$ cat src/rtl/multicycle_ctrl.sv
// multicycle_ctrl: multi-cycle RV32I sequencer with shared memory port and watchdog.
// Optional JAL/JALR dispatch is enabled by defining MC_CTRL_JUMP_EN.
module multicycle_ctrl #(
    parameter int TIMEOUT_CYCLES = 255,
    parameter int CNT_W          = 8
) (
    input  logic       clk,
    input  logic       rst_n,
    input  logic [6:0] opcode,
    input  logic       zero,
    input  logic       mem_ready,
    output logic       mem_req,
    output logic       mem_we,
    output logic       iord,
    output logic       ir_write,
    output logic       pc_write,
    output logic [1:0] pc_src,
    output logic [1:0] alu_src_a,
    output logic [1:0] alu_src_b,
    output logic [1:0] alu_op,
    output logic       reg_write,
    output logic [1:0] mem_to_reg,
    output logic       instr_done,
    output logic       illegal_op,
    output logic       bus_err,
    output logic [3:0] state
);

    localparam logic [3:0] S_BOOT   = 4'd0;
    localparam logic [3:0] S_FETCH  = 4'd1;
    localparam logic [3:0] S_DECODE = 4'd2;
    localparam logic [3:0] S_EXEC_R = 4'd3;
    localparam logic [3:0] S_EXEC_I = 4'd4;
    localparam logic [3:0] S_ADDR   = 4'd5;
    localparam logic [3:0] S_MEM_RD = 4'd6;
    localparam logic [3:0] S_MEM_WR = 4'd7;
    localparam logic [3:0] S_WB_ALU = 4'd8;
    localparam logic [3:0] S_WB_MEM = 4'd9;
    localparam logic [3:0] S_BRANCH = 4'd10;
    localparam logic [3:0] S_JAL    = 4'd11;
    localparam logic [3:0] S_JALR   = 4'd12;
    localparam logic [3:0] S_ERR    = 4'd13;

    localparam logic [CNT_W-1:0] LP_TO_LAST = CNT_W'(TIMEOUT_CYCLES - 1);

    logic [3:0]       r_state;
    logic [3:0]       w_next;
    logic [CNT_W-1:0] r_wd_cnt;
    logic             w_wait;
    logic             w_timeout;

    logic w_op_r;
    logic w_op_i;
    logic w_op_ld;
    logic w_op_st;
    logic w_op_br;
    logic w_op_jal;
    logic w_op_jalr;

    assign w_op_r  = (opcode == 7'b0110011);
    assign w_op_i  = (opcode == 7'b0010011);
    assign w_op_ld = (opcode == 7'b0000011);
    assign w_op_st = (opcode == 7'b0100011);
    assign w_op_br = (opcode == 7'b1100011);
`ifdef MC_CTRL_JUMP_EN
    assign w_op_jal  = (opcode == 7'b1101111);
    assign w_op_jalr = (opcode == 7'b1100111);
`else
    assign w_op_jal  = 1'b0;
    assign w_op_jalr = 1'b0;
`endif

    // Wait states share the watchdog; the last allowed count aborts unless ready
    assign w_wait = (r_state == S_FETCH) ||
                    (r_state == S_MEM_RD) ||
                    (r_state == S_MEM_WR);
    assign w_timeout = w_wait && !mem_ready && (r_wd_cnt == LP_TO_LAST);

    assign state = r_state;

    // State register; reset forces BOOT so every output drops at once
    always_ff @(posedge clk or negedge rst_n) begin
        if (!rst_n) begin
            r_state <= S_BOOT;
        end else begin
            r_state <= w_next;
        end
    end

    // Watchdog: clear on state change or completion, count stalled wait cycles
    always_ff @(posedge clk or negedge rst_n) begin
        if (!rst_n) begin
            r_wd_cnt <= '0;
        end else if ((w_next != r_state) || mem_ready) begin
            r_wd_cnt <= '0;
        end else if (w_wait) begin
            r_wd_cnt <= r_wd_cnt + 1'b1;
        end
    end

    // Output decode and next-state selection
    always_comb begin
        w_next     = r_state;
        mem_req    = 1'b0;
        mem_we     = 1'b0;
        iord       = 1'b0;
        ir_write   = 1'b0;
        pc_write   = 1'b0;
        pc_src     = 2'b00;
        alu_src_a  = 2'b00;
        alu_src_b  = 2'b00;
        alu_op     = 2'b00;
        reg_write  = 1'b0;
        mem_to_reg = 2'b00;
        instr_done = 1'b0;
        illegal_op = 1'b0;
        bus_err    = 1'b0;
        case (r_state)
            S_BOOT: begin
                w_next = S_FETCH;
            end
            S_FETCH: begin
                mem_req   = 1'b1;
                alu_src_b = 2'b01;
                if (mem_ready) begin
                    ir_write = 1'b1;
                    pc_write = 1'b1;
                    w_next   = S_DECODE;
                end else if (w_timeout) begin
                    w_next = S_ERR;
                end
            end
            S_DECODE: begin
                alu_src_a = 2'b10;
                alu_src_b = 2'b10;
                unique case (1'b1)
                    w_op_r:            w_next = S_EXEC_R;
                    w_op_i:            w_next = S_EXEC_I;
                    w_op_ld, w_op_st:  w_next = S_ADDR;
                    w_op_br:           w_next = S_BRANCH;
                    w_op_jal:          w_next = S_JAL;
                    w_op_jalr:         w_next = S_JALR;
                    default: begin
                        illegal_op = 1'b1;
                        w_next     = S_FETCH;
                    end
                endcase
            end
            S_EXEC_R: begin
                alu_src_a = 2'b01;
                alu_src_b = 2'b00;
                alu_op    = 2'b10;
                w_next    = S_WB_ALU;
            end
            S_EXEC_I: begin
                alu_src_a = 2'b01;
                alu_src_b = 2'b10;
                alu_op    = 2'b10;
                w_next    = S_WB_ALU;
            end
            S_ADDR: begin
                alu_src_a = 2'b01;
                alu_src_b = 2'b10;
                w_next    = w_op_st ? S_MEM_WR : S_MEM_RD;
            end
            S_MEM_RD: begin
                mem_req = 1'b1;
                iord    = 1'b1;
                if (mem_ready) begin
                    w_next = S_WB_MEM;
                end else if (w_timeout) begin
                    w_next = S_ERR;
                end
            end
            S_MEM_WR: begin
                mem_req = 1'b1;
                mem_we  = 1'b1;
                iord    = 1'b1;
                if (mem_ready) begin
                    instr_done = 1'b1;
                    w_next     = S_FETCH;
                end else if (w_timeout) begin
                    w_next = S_ERR;
                end
            end
            S_WB_ALU: begin
                reg_write  = 1'b1;
                instr_done = 1'b1;
                w_next     = S_FETCH;
            end
            S_WB_MEM: begin
                reg_write  = 1'b1;
                mem_to_reg = 2'b01;
                instr_done = 1'b1;
                w_next     = S_FETCH;
            end
            S_BRANCH: begin
                alu_src_a  = 2'b01;
                alu_src_b  = 2'b00;
                alu_op     = 2'b01;
                pc_write   = zero;
                pc_src     = 2'b01;
                instr_done = 1'b1;
                w_next     = S_FETCH;
            end
`ifdef MC_CTRL_JUMP_EN
            S_JAL: begin
                reg_write  = 1'b1;
                mem_to_reg = 2'b10;
                pc_write   = 1'b1;
                pc_src     = 2'b01;
                instr_done = 1'b1;
                w_next     = S_FETCH;
            end
            S_JALR: begin
                alu_src_a  = 2'b01;
                alu_src_b  = 2'b10;
                pc_write   = 1'b1;
                reg_write  = 1'b1;
                mem_to_reg = 2'b10;
                instr_done = 1'b1;
                w_next     = S_FETCH;
            end
`endif
            S_ERR: begin
                bus_err = 1'b1;
                w_next  = S_ERR;
            end
            default: begin
                w_next = S_BOOT;
            end
        endcase
    end

endmodule

$ cat config.mk
export PLATFORM = sky130hd
export DESIGN_NAME = multicycle_ctrl
export DESIGN_NICKNAME = d
export VERILOG_FILES = /design/src/rtl/multicycle_ctrl.sv
export SDC_FILE = /design/constraint.sdc
export NUM_CORES = 1
export LEC_CHECK = 0
export BUFFER_PORTS_ARGS = -buffer_cell sky130_fd_sc_hd__buf_2
export CAP_MARGIN = 10
export CORE_MARGIN = 2
export CORE_UTILIZATION = 28
export CTS_CLUSTER_SIZE = 30
export DETAILED_ROUTE_END_ITERATION = 8
export PLACE_DENSITY_LB_ADDON = 0.12
export SETUP_SLACK_MARGIN = 0.15
export SYNTH_ARGS = -nofsm -noshare
export SYNTH_HDL_FRONTEND = slang
export SYNTH_SLANG_ARGS = --single-unit
$ cat constraint.sdc
create_clock -name clk -period 1.8 [get_ports clk]
set_input_delay 0.45 -clock clk [delete_from_list [all_inputs] [get_ports clk]]
set_output_delay 0.45 -clock clk [all_outputs]
set_load 0.03 [all_outputs]
==> key figures, run 1 <==
Layout
  – Most frequent cells in the layout: 36 x buf_4, 32 x buf_6, 15 x buf_2, 8 x nand4_1, 8 x dfrtp_1
  – Commonest non-fill, non-tap cell in the layout: buf_4
  – Layout cells sized above 1: 0.6210
  – Area grow syn2layout: 97.79%
  – # nets final: 234
  – Finished Core Util: 0.5693
  – Ant. Diodes: 0

Worst setup path
  – Top Family by Delay on Critical Path: simple AND/OR/NAND/NOR gates
  – CP bufs+invs: 2
  – CP Capture Type: primary output
  – Kind of critical path: flop to primary output
  – CP Depth: 5
  – Crit Reg-Reg Startpoint: state[2]$_DFF_PN0_
  – Crit start category: flop
  – Critical path's slowest cell: dfrtp_2
  – Reg-to-Reg End: r_wd_cnt[5]$_DFFE_PN0P_
  – Crit path max fanout: 6
  – Crit path to: pc_write
  – Reg2Reg Depth: 8
  – CP Cell Sequence: nor4b_4 > buf_12 > and2_4 > a21o_4 > buf_6
  – Crit path DAT: 1.58 ns
  – Worst reg2reg setup slack: -0.17 ns
  – Max incr delay on CP: 0.46 ns
  – CP required: around 1.4 ns
  – Critical Path Source: state[3]$_DFF_PN0_

Logic synthesis
  – Post-synthesis sequential area ratio: 0.2646
  – Syn Area/Cell: approximately 8.0 um^2
  – Synth warn: 0
  – Post-synth EDFFs: 0
  – Yosys reg bits: 12
  – Top FF cell, synth: dfrtp_1
  – Cells after Synth: 141
  – Async set-reset flop share out of synthesis: 1.000
  – Mapped cell area: between 1000 and 1500 um^2
  – Yosys top cell area share: 0.2646
  – Synth area leader: dfrtp_1
  – Synth cell types: 45
  – Main area contributors after synthesis: dfrtp_1 26%, a21oi_1 4.9%, nand4_1 4.4%

Placed design
  – HPWL Detailed: about 3000 um
  – Global placer's final weighted congestion: 0.8531
  – IO Port Bufs: 31
  – Worst slack at placement: -0.3189 ns

Routing
  – Via count: 1,393
  – DR vias/cell: approximately 5.2
  – Post-Route M1 WL: ~1700 um
  – Met3 WL post-DR: 149 um
  – Met2 wire len: about 2200 um
  – DRC: 0
  – Post-Route WL: 4092 um
  – Post-DR wirelength/cell: 15.21 um
  – DR pass1 iterations: 4
  – Antenna Nets Post-Route: 0
  – DRT iter0 DRCs: 45
  – Max layer used: met4

Timing
  – FMAX: 0.4937 GHz
  – Final Hold Vio Count: 0
  – Tmin final: slightly above 2 ns
  – WHS: 0.09255 ns
  – Final period utilization: 1.125
  – Final worst slack: -0.2257 ns
  – Pins Over Slew Limit: 0
  – Unrepaired setup endpoints after global routing: yes
  – Final Skew: 0.001307 ns
  – Final setup viols: 25
  – Post-Route Setup TNS: -3.316 ns

GRT
  – First-pass GRT wire length: 6541 um
  – Largest net degree at the start of global routing: 13
  – Total GRT Usage: 0.1878
  – Initial antenna violation count: 0
  – Vias in the first global route: 1,402
  – GR Overflow Total: 0

Outcome
  – Violated checks: negative setup slack
  – Status: finished with violations

CTS
  – Worst-path clk slew: roughly 0.060 ns
  – CTS tree: yes
  – CTS Buf Count: 3
  – Clock root buffer: clkbuf_8
  – Clock Sinks: 12
  – Max clock buf depth: 2
  – CTS H-Tree Depth: 1
  – Clock Latency Late Sink: 0.24 ns
  – Hold Buf Count CTS: 0

Floorplanning
  – Cell row count: 23
  – Initial Utilization: 0.2878
  – Core area: 3943 um^2
  – Die H: 67.67 um
  – DIE AREA: 4579 um^2
  – # IOs: 34
  – Die X: about 68 um

Pwr
  – Overall power: 2899 uW
  – Maximum VDD drop: 0.6736 mV
  – Lkg Pwr: 0.0009587 uW
  – Cell area power density: 1292 nW/um^2

Job
  – Maxcap violations: 0

Worst hold path
  – Hold Crit Class: primary input to asynchronous set/reset pin
==> what timing repair did <==
item / in CTS / in global routing
buffers inserted: 13 / 4
hold endpoints to repair: 0 / 0
gates cloned: 0 / 0
endpoints found under the setup margin: 25 / 28
resized for setup: 59 / 20
pin swaps: 19 / 5
==> stage by stage <==
step | instance area, um^2 | std cells
2_1_floorplan | 1310 | 142
3_3_place_gp | 1732 | 249
3_5_place_dp | 1732 | 249
4_1_cts | 2116 | 265
5_1_grt | 2245 | 269
6_report | 2245 | 269
==> area by class of cell <==
cell class | instances | area (um^2)
clock buffer | 3 | 41.29
fill | 354 | 1698
inverter | 7 | 38.79
multi-input combinational | 113 | 1071
sequential | 12 | 305.3
tap | 50 | 62.56
timing repair buffer | 84 | 725.7
==> logic make-up (layout without fill, tap and decap cells) <==
family	count (synthesis)	in the layout	synth area share
AND/OR/NAND/NOR	68	68	0.3815
AO/OA/AOI/OAI	33	33	0.1941
buffers and inverters	17	94	0.07277
flip-flops	12	12	0.2646
XOR/XNOR	8	8	0.06174
adder cells (fa/ha/maj)	2	2	0.02205
other	1	2	0.003304
==> flip-flops by register name, summed over array words and instances, names as in the netlist <==
| signal | flops |
|---|---|
| state | 4 |
| r_wd_cnt | 8 |
==> where the power goes <==
part	internal [uW]	total (uW)	switching, uW	leakage [uW]
Clock	148	251	103	0.0000216
Combinational	1020	2270	1260	0.000779
Sequential	317	376	59.4	0.000158
==> worst min-delay path by stage <==
stage,end,slack [ns],cells past startpoint
after CTS,r_wd_cnt[0]$_DFFE_PN0P_,0.1,1
after global placement,r_wd_cnt[0]$_DFFE_PN0P_,0.35,1
final,r_wd_cnt[0]$_DFFE_PN0P_,0.09,1
after detailed placement,r_wd_cnt[6]$_DFFE_PN0P_,0.36,1
after global routing,r_wd_cnt[1]$_DFFE_PN0P_,0.11,1
after floorplan,r_wd_cnt[0]$_DFFE_PN0P_,0.15,0
==> cell usage after synthesis, types with 2 or more instances <==
library cell	number
xor2_1	4
nand4_1	8
nor2b_1	4
nand3_1	3
nor3_1	2
a31oi_1	2
clkbuf_1	5
nor2_1	10
buf_2	2
ha_1	2
inv_4	2
o21ai_0	7
a21oi_1	11
a21o_1	3
nor3b_1	3
xnor2_1	4
buf_4	3
nand2b_1	6
inv_1	5
nand2_1	8
nand3b_1	3
dfrtp_1	12
nor4_1	8
or3_1	3
==> worst register-to-register path, cell delays in order (launching register included) <==
cell	delay (ns)
dfrtp_2	0.48
buf_6	0.14
buf_6	0.11
buf_6	0.12
nor3b_1	0.13
nand4_1	0.12
nand4_1	0.16
o31a_4	0.41
nor4_4	0.18
==> routing by layer <==
layer,GRT usage,up-vias
met2,0.3444,26
met5,0,-
met3,0.02667,8
met1,0.2227,693
li1,-,666
met4,0.05867,0
Power figures use the tool's default switching activity.
==> inputs of run 2 (changes only) <==
--- a/config.mk
+++ b/config.mk
@@ -5,6 +5,7 @@
 export SDC_FILE = /design/constraint.sdc
 export NUM_CORES = 1
 export LEC_CHECK = 0
+export ABC_AREA = 1
 export BUFFER_PORTS_ARGS = -buffer_cell sky130_fd_sc_hd__buf_2
 export CAP_MARGIN = 10
 export CORE_MARGIN = 2
==> run 2 against run 1 <==
  * The flow still finishes with violations (negative setup slack)
  * Count of clock-buffer cells in the layout rose by 1
  * Combinational power up 4%
  * Total power is 5.2% higher
  * Synthesized area fell by 3.2%
  * Clock skew grew 0.0015 ns
  * Highest routed layer unchanged
==> key figures, run 2 <==
Logic synthesis
  – Yosys reg bits: 12 (unchanged)
  – Synth warn: 0 (unchanged)
  – Synth area leader: dfrtp_1
  – Top post-synthesis cells by count: 55 x nand2_1, 40 x nor2_1, 25 x inv_1
  – Yosys top cell area share: 0.2733 (+0.008740)
  – Main area contributors after synthesis: dfrtp_1 27%, nand2_1 19%, nor2_1 14%
  – Cells after Synth: 185 (+31%)
  – Mapped cell area: 1099 um^2 (-3.2%)
  – Post-synthesis sequential area ratio: 0.2733 (+0.008740)
  – Top FF cell, synth: dfrtp_1
  – Synth cell types: 21 (-53%)
  – Syn Area/Cell: 5.938 um^2 (-26%)
  – Async set-reset flop share out of synthesis: 1.000 (unchanged)
  – Most frequent cell after synthesis: nand2_1
  – Post-synth EDFFs: 0 (unchanged)

Pwr
  – Maximum VDD drop: 0.6984 mV (+3.7%)
  – Gate power share: 0.773 (-0.011)
  – Internal Dissipation: 1582 uW (+6.8%)
  – Sequential group share of total power: 0.132 (+0.002)
  – Sw Share: 0.4815 (-0.007781)
  – Clk pwr share: 0.094 (+0.008)
  – Cell area power density: 1514 nW/um^2 (+17%)
  – Switching pwr: 1469 uW (+3.5%)
  – Lkg Pwr: 0.001028 uW (+7.2%)

Floorplanning
  – Core area: 3716 um^2 (-5.7%)
  – Die X: 66.64 um (-1.5%)
  – Initial Utilization: 0.2956 (+0.007778)
  – Cell row count: 22 (-4.3%)
  – Die H: 66.64 um (-1.5%)
  – # IOs: 34 (unchanged)
  – DIE AREA: 4440 um^2 (-3.0%)

Routing
  – Post-Route WL: 3478 um (-15%)
  – Post-DR wirelength/cell: 11.59 um (-24%)
  – DR pass1 iterations: 4 (unchanged)
  – DRT iter0 DRCs: 24 (-47%)
  – Via count: 1,318 (-5.4%)
  – Antenna Nets Post-Route: 0 (unchanged)
  – DRC: 0 (unchanged)
  – DR vias/cell: 4.393 (-15%)

GRT
  – Initial antenna violation count: 0 (unchanged)
  – Total GRT Usage: 0.1596 (-0.02819)
  – First-pass GRT wire length: 5278 um (-19%)
  – Largest net degree at the start of global routing: 13 (unchanged)
  – GR Overflow Total: 0 (unchanged)
  – Vias in the first global route: 1,190 (-15%)

Timing
  – Tmin final: 1.957 ns (-0.06890 ns)
  – FMAX: 0.5110 GHz (+3.5%)
  – Final setup viols: 20 (-20%)
  – Pins Over Slew Limit: 0 (unchanged)
  – Final worst slack: -0.1568 ns (+0.06890 ns)
  – Final period utilization: 1.087 (-0.03828)
  – Final Skew: 0.002775 ns (+0.001468 ns)
  – Final Hold Vio Count: 0 (unchanged)
  – Unrepaired setup endpoints after global routing: yes
  – Post-Route Setup TNS: -1.607 ns (+1.709 ns)

Layout
  – Layout cells sized above 1: 0.5040 (-0.1170)
  – Number of flip-flops in the largest register: 8 (unchanged)
  – Fillers: 332 (-6.2%)
  – Final instance area: 2014 um^2 (-10%)
  – Finished Core Util: 0.5421 (-0.02726)
  – Largest Register: r_wd_cnt
  – Area grow syn2layout: 83.37%
  – Ant. Diodes: 0 (unchanged)
  – Non-filler cells in the finished layout: 300 (+12%)
  – Commonest non-fill, non-tap cell in the layout: nand2_1
  – Most frequent cells in the layout: 47 x nand2_1, 26 x buf_6, 23 x buf_4, 20 x nor2_1, 20 x inv_1
  – # nets final: 266 (+14%)

Worst setup path
  – Crit start category: flop
  – CP bufs+invs: 4 (+2)
  – Crit path max fanout: 5 (-1)
  – Critical path's slowest cell: dfrtp_2
  – Top Family by Delay on Critical Path: buffers and inverters
  – Kind of critical path: flop to primary output
  – Crit path DAT: 1.51 ns (-0.07 ns)
  – CP Capture Type: primary output
  – Worst reg2reg setup slack: -0.12 ns (+0.05 ns)
  – CP required: 1.35 ns (about the same)
  – CP Cell Sequence: buf_12 > nor2_4 > nand2_4 > buf_6 > buf_6 > nor2_4 > buf_6
  – CP most frequent cell: buf_6
  – Max incr delay on CP: 0.44 ns (-0.02 ns)

Placed design
  – IO Port Bufs: 31 (unchanged)
  – Worst slack at placement: 0.007113 ns (+0.3260 ns)
  – HPWL Detailed: 2351 um (-23%)
  – Dpl cells: 269 (+8.0%)
  – Placed Area: 1460 um^2 (-16%)
  – Global placer's final weighted congestion: 0.8256 (-3.2%)

CTS
  – CTS tree: yes
  – Max clock buf depth: 2 (unchanged)
  – CTS Buf Count: 3 (unchanged)
  – Clock root buffer: clkbuf_8
  – Clock Latency Late Sink: 0.24 ns (about the same)
  – Clock Sinks: 12 (unchanged)
  – Worst-path clk slew: 0.05 ns (about the same)
  – CTS H-Tree Depth: 1 (unchanged)
  – Hold Buf Count CTS: 0 (unchanged)

Job
  – Maxcap violations: 0 (unchanged)

Outcome
  – Violated checks: negative setup slack
  – Status: finished with violations

Worst hold path
  – Hold Crit Class: primary input to asynchronous set/reset pin
==> run 2: cell count changes in the layout (fill, tap and decap cells not counted), moves of 7 or more <==
cell / change
buf_4: -13
inv_1: +16
nand2_1: +40
nand2_4: +7
nand3_1: +7
nor2_1: +16
nor2_2: +8
nor2_4: +8
nor4_4: -7
==> run 2: metal layers <==
metal  track usage  wire, um  vias to the layer above
li1              -         -                      694
met5             0         0                        -
met4       0.08163        41                        0
met3      0.008446       246                        4
met2        0.2563      1651                       51
met1        0.2158      1538                      569
==> run 2: final timing paths <==
check	endpoint	cells after the start	startpoint
max reg2reg	r_wd_cnt[4]$_DFFE_PN0P_	12	state[1]$_DFF_PN0_
max in group asynchronous	state[0]$_DFF_PN0_	1	rst_n
min in group clk	r_wd_cnt[4]$_DFFE_PN0P_	2	r_wd_cnt[4]$_DFFE_PN0P_
max	ir_write	7	state[1]$_DFF_PN0_
min	state[1]$_DFF_PN0_	1	rst_n
min reg2reg	r_wd_cnt[4]$_DFFE_PN0P_	2	r_wd_cnt[4]$_DFFE_PN0P_
==> run 2: cell families after synthesis <==
kind of cell,Yosys count,synth area share
flops,12,0.2734
compound gates,9,0.04100
simple gates,120,0.4670
buf+inv,34,0.1367
other cells,1,0.003414
xor+xnor,7,0.05581
fa+ha+maj,2,0.02278
==> run 2: final cells by class <==
class                   instances  area [um^2]  share of cell area
well taps                      48        60.06             0.02981
inverters                      30        122.6             0.06087
repair buffers                 66        590.6              0.2932
clock buffers                   4        55.05             0.02733
multi-input cells             140        880.8              0.4373
flip-flops and latches         12        305.3              0.1516
==> run 2: what timing repair did <==
| item | 4_1_cts | 5_1_grt |
|---|---|---|
| gates resized for setup | 62 | 27 |
| pin swaps | 16 | 12 |
| setup buffers | 20 | 7 |
| setup endpoints to repair | 24 | 25 |
==> run 2: power groups by stage <==
stage                     registers, uW  clock network (uW)  logic, uW
after CTS                           412                 294       2060
after global routing                410                 308       2530
after floorplan                     444                   0       1030
after global placement              412                   0       1510
after detailed placement            409                   0       1490
final                               403                 288       2360
==> run 2: worst register-to-register path, delay by kind of cell (launching register included) <==
| kind | cells | cell delay (ns) |
|---|---|---|
| buffers and inverters | 3 | 0.37 |
| and+or+nand+nor | 8 | 0.93 |
| AOI/OAI and AO/OA | 1 | 0.10 |
| DFF | 1 | 0.44 |
==> run 2: metrics by stage <==
| stage | total power, uW | hold slack [ns] |
|---|---|---|
| 2_1_floorplan | 1469 | 0.1544 |
| 3_3_place_gp | 1921 | 0.3435 |
| 3_5_place_dp | 1897 | 0.3405 |
| 4_1_cts | 2764 | 0.08344 |
| 5_1_grt | 3247 | 0.09123 |
| 6_report | 3050 | 0.07679 |
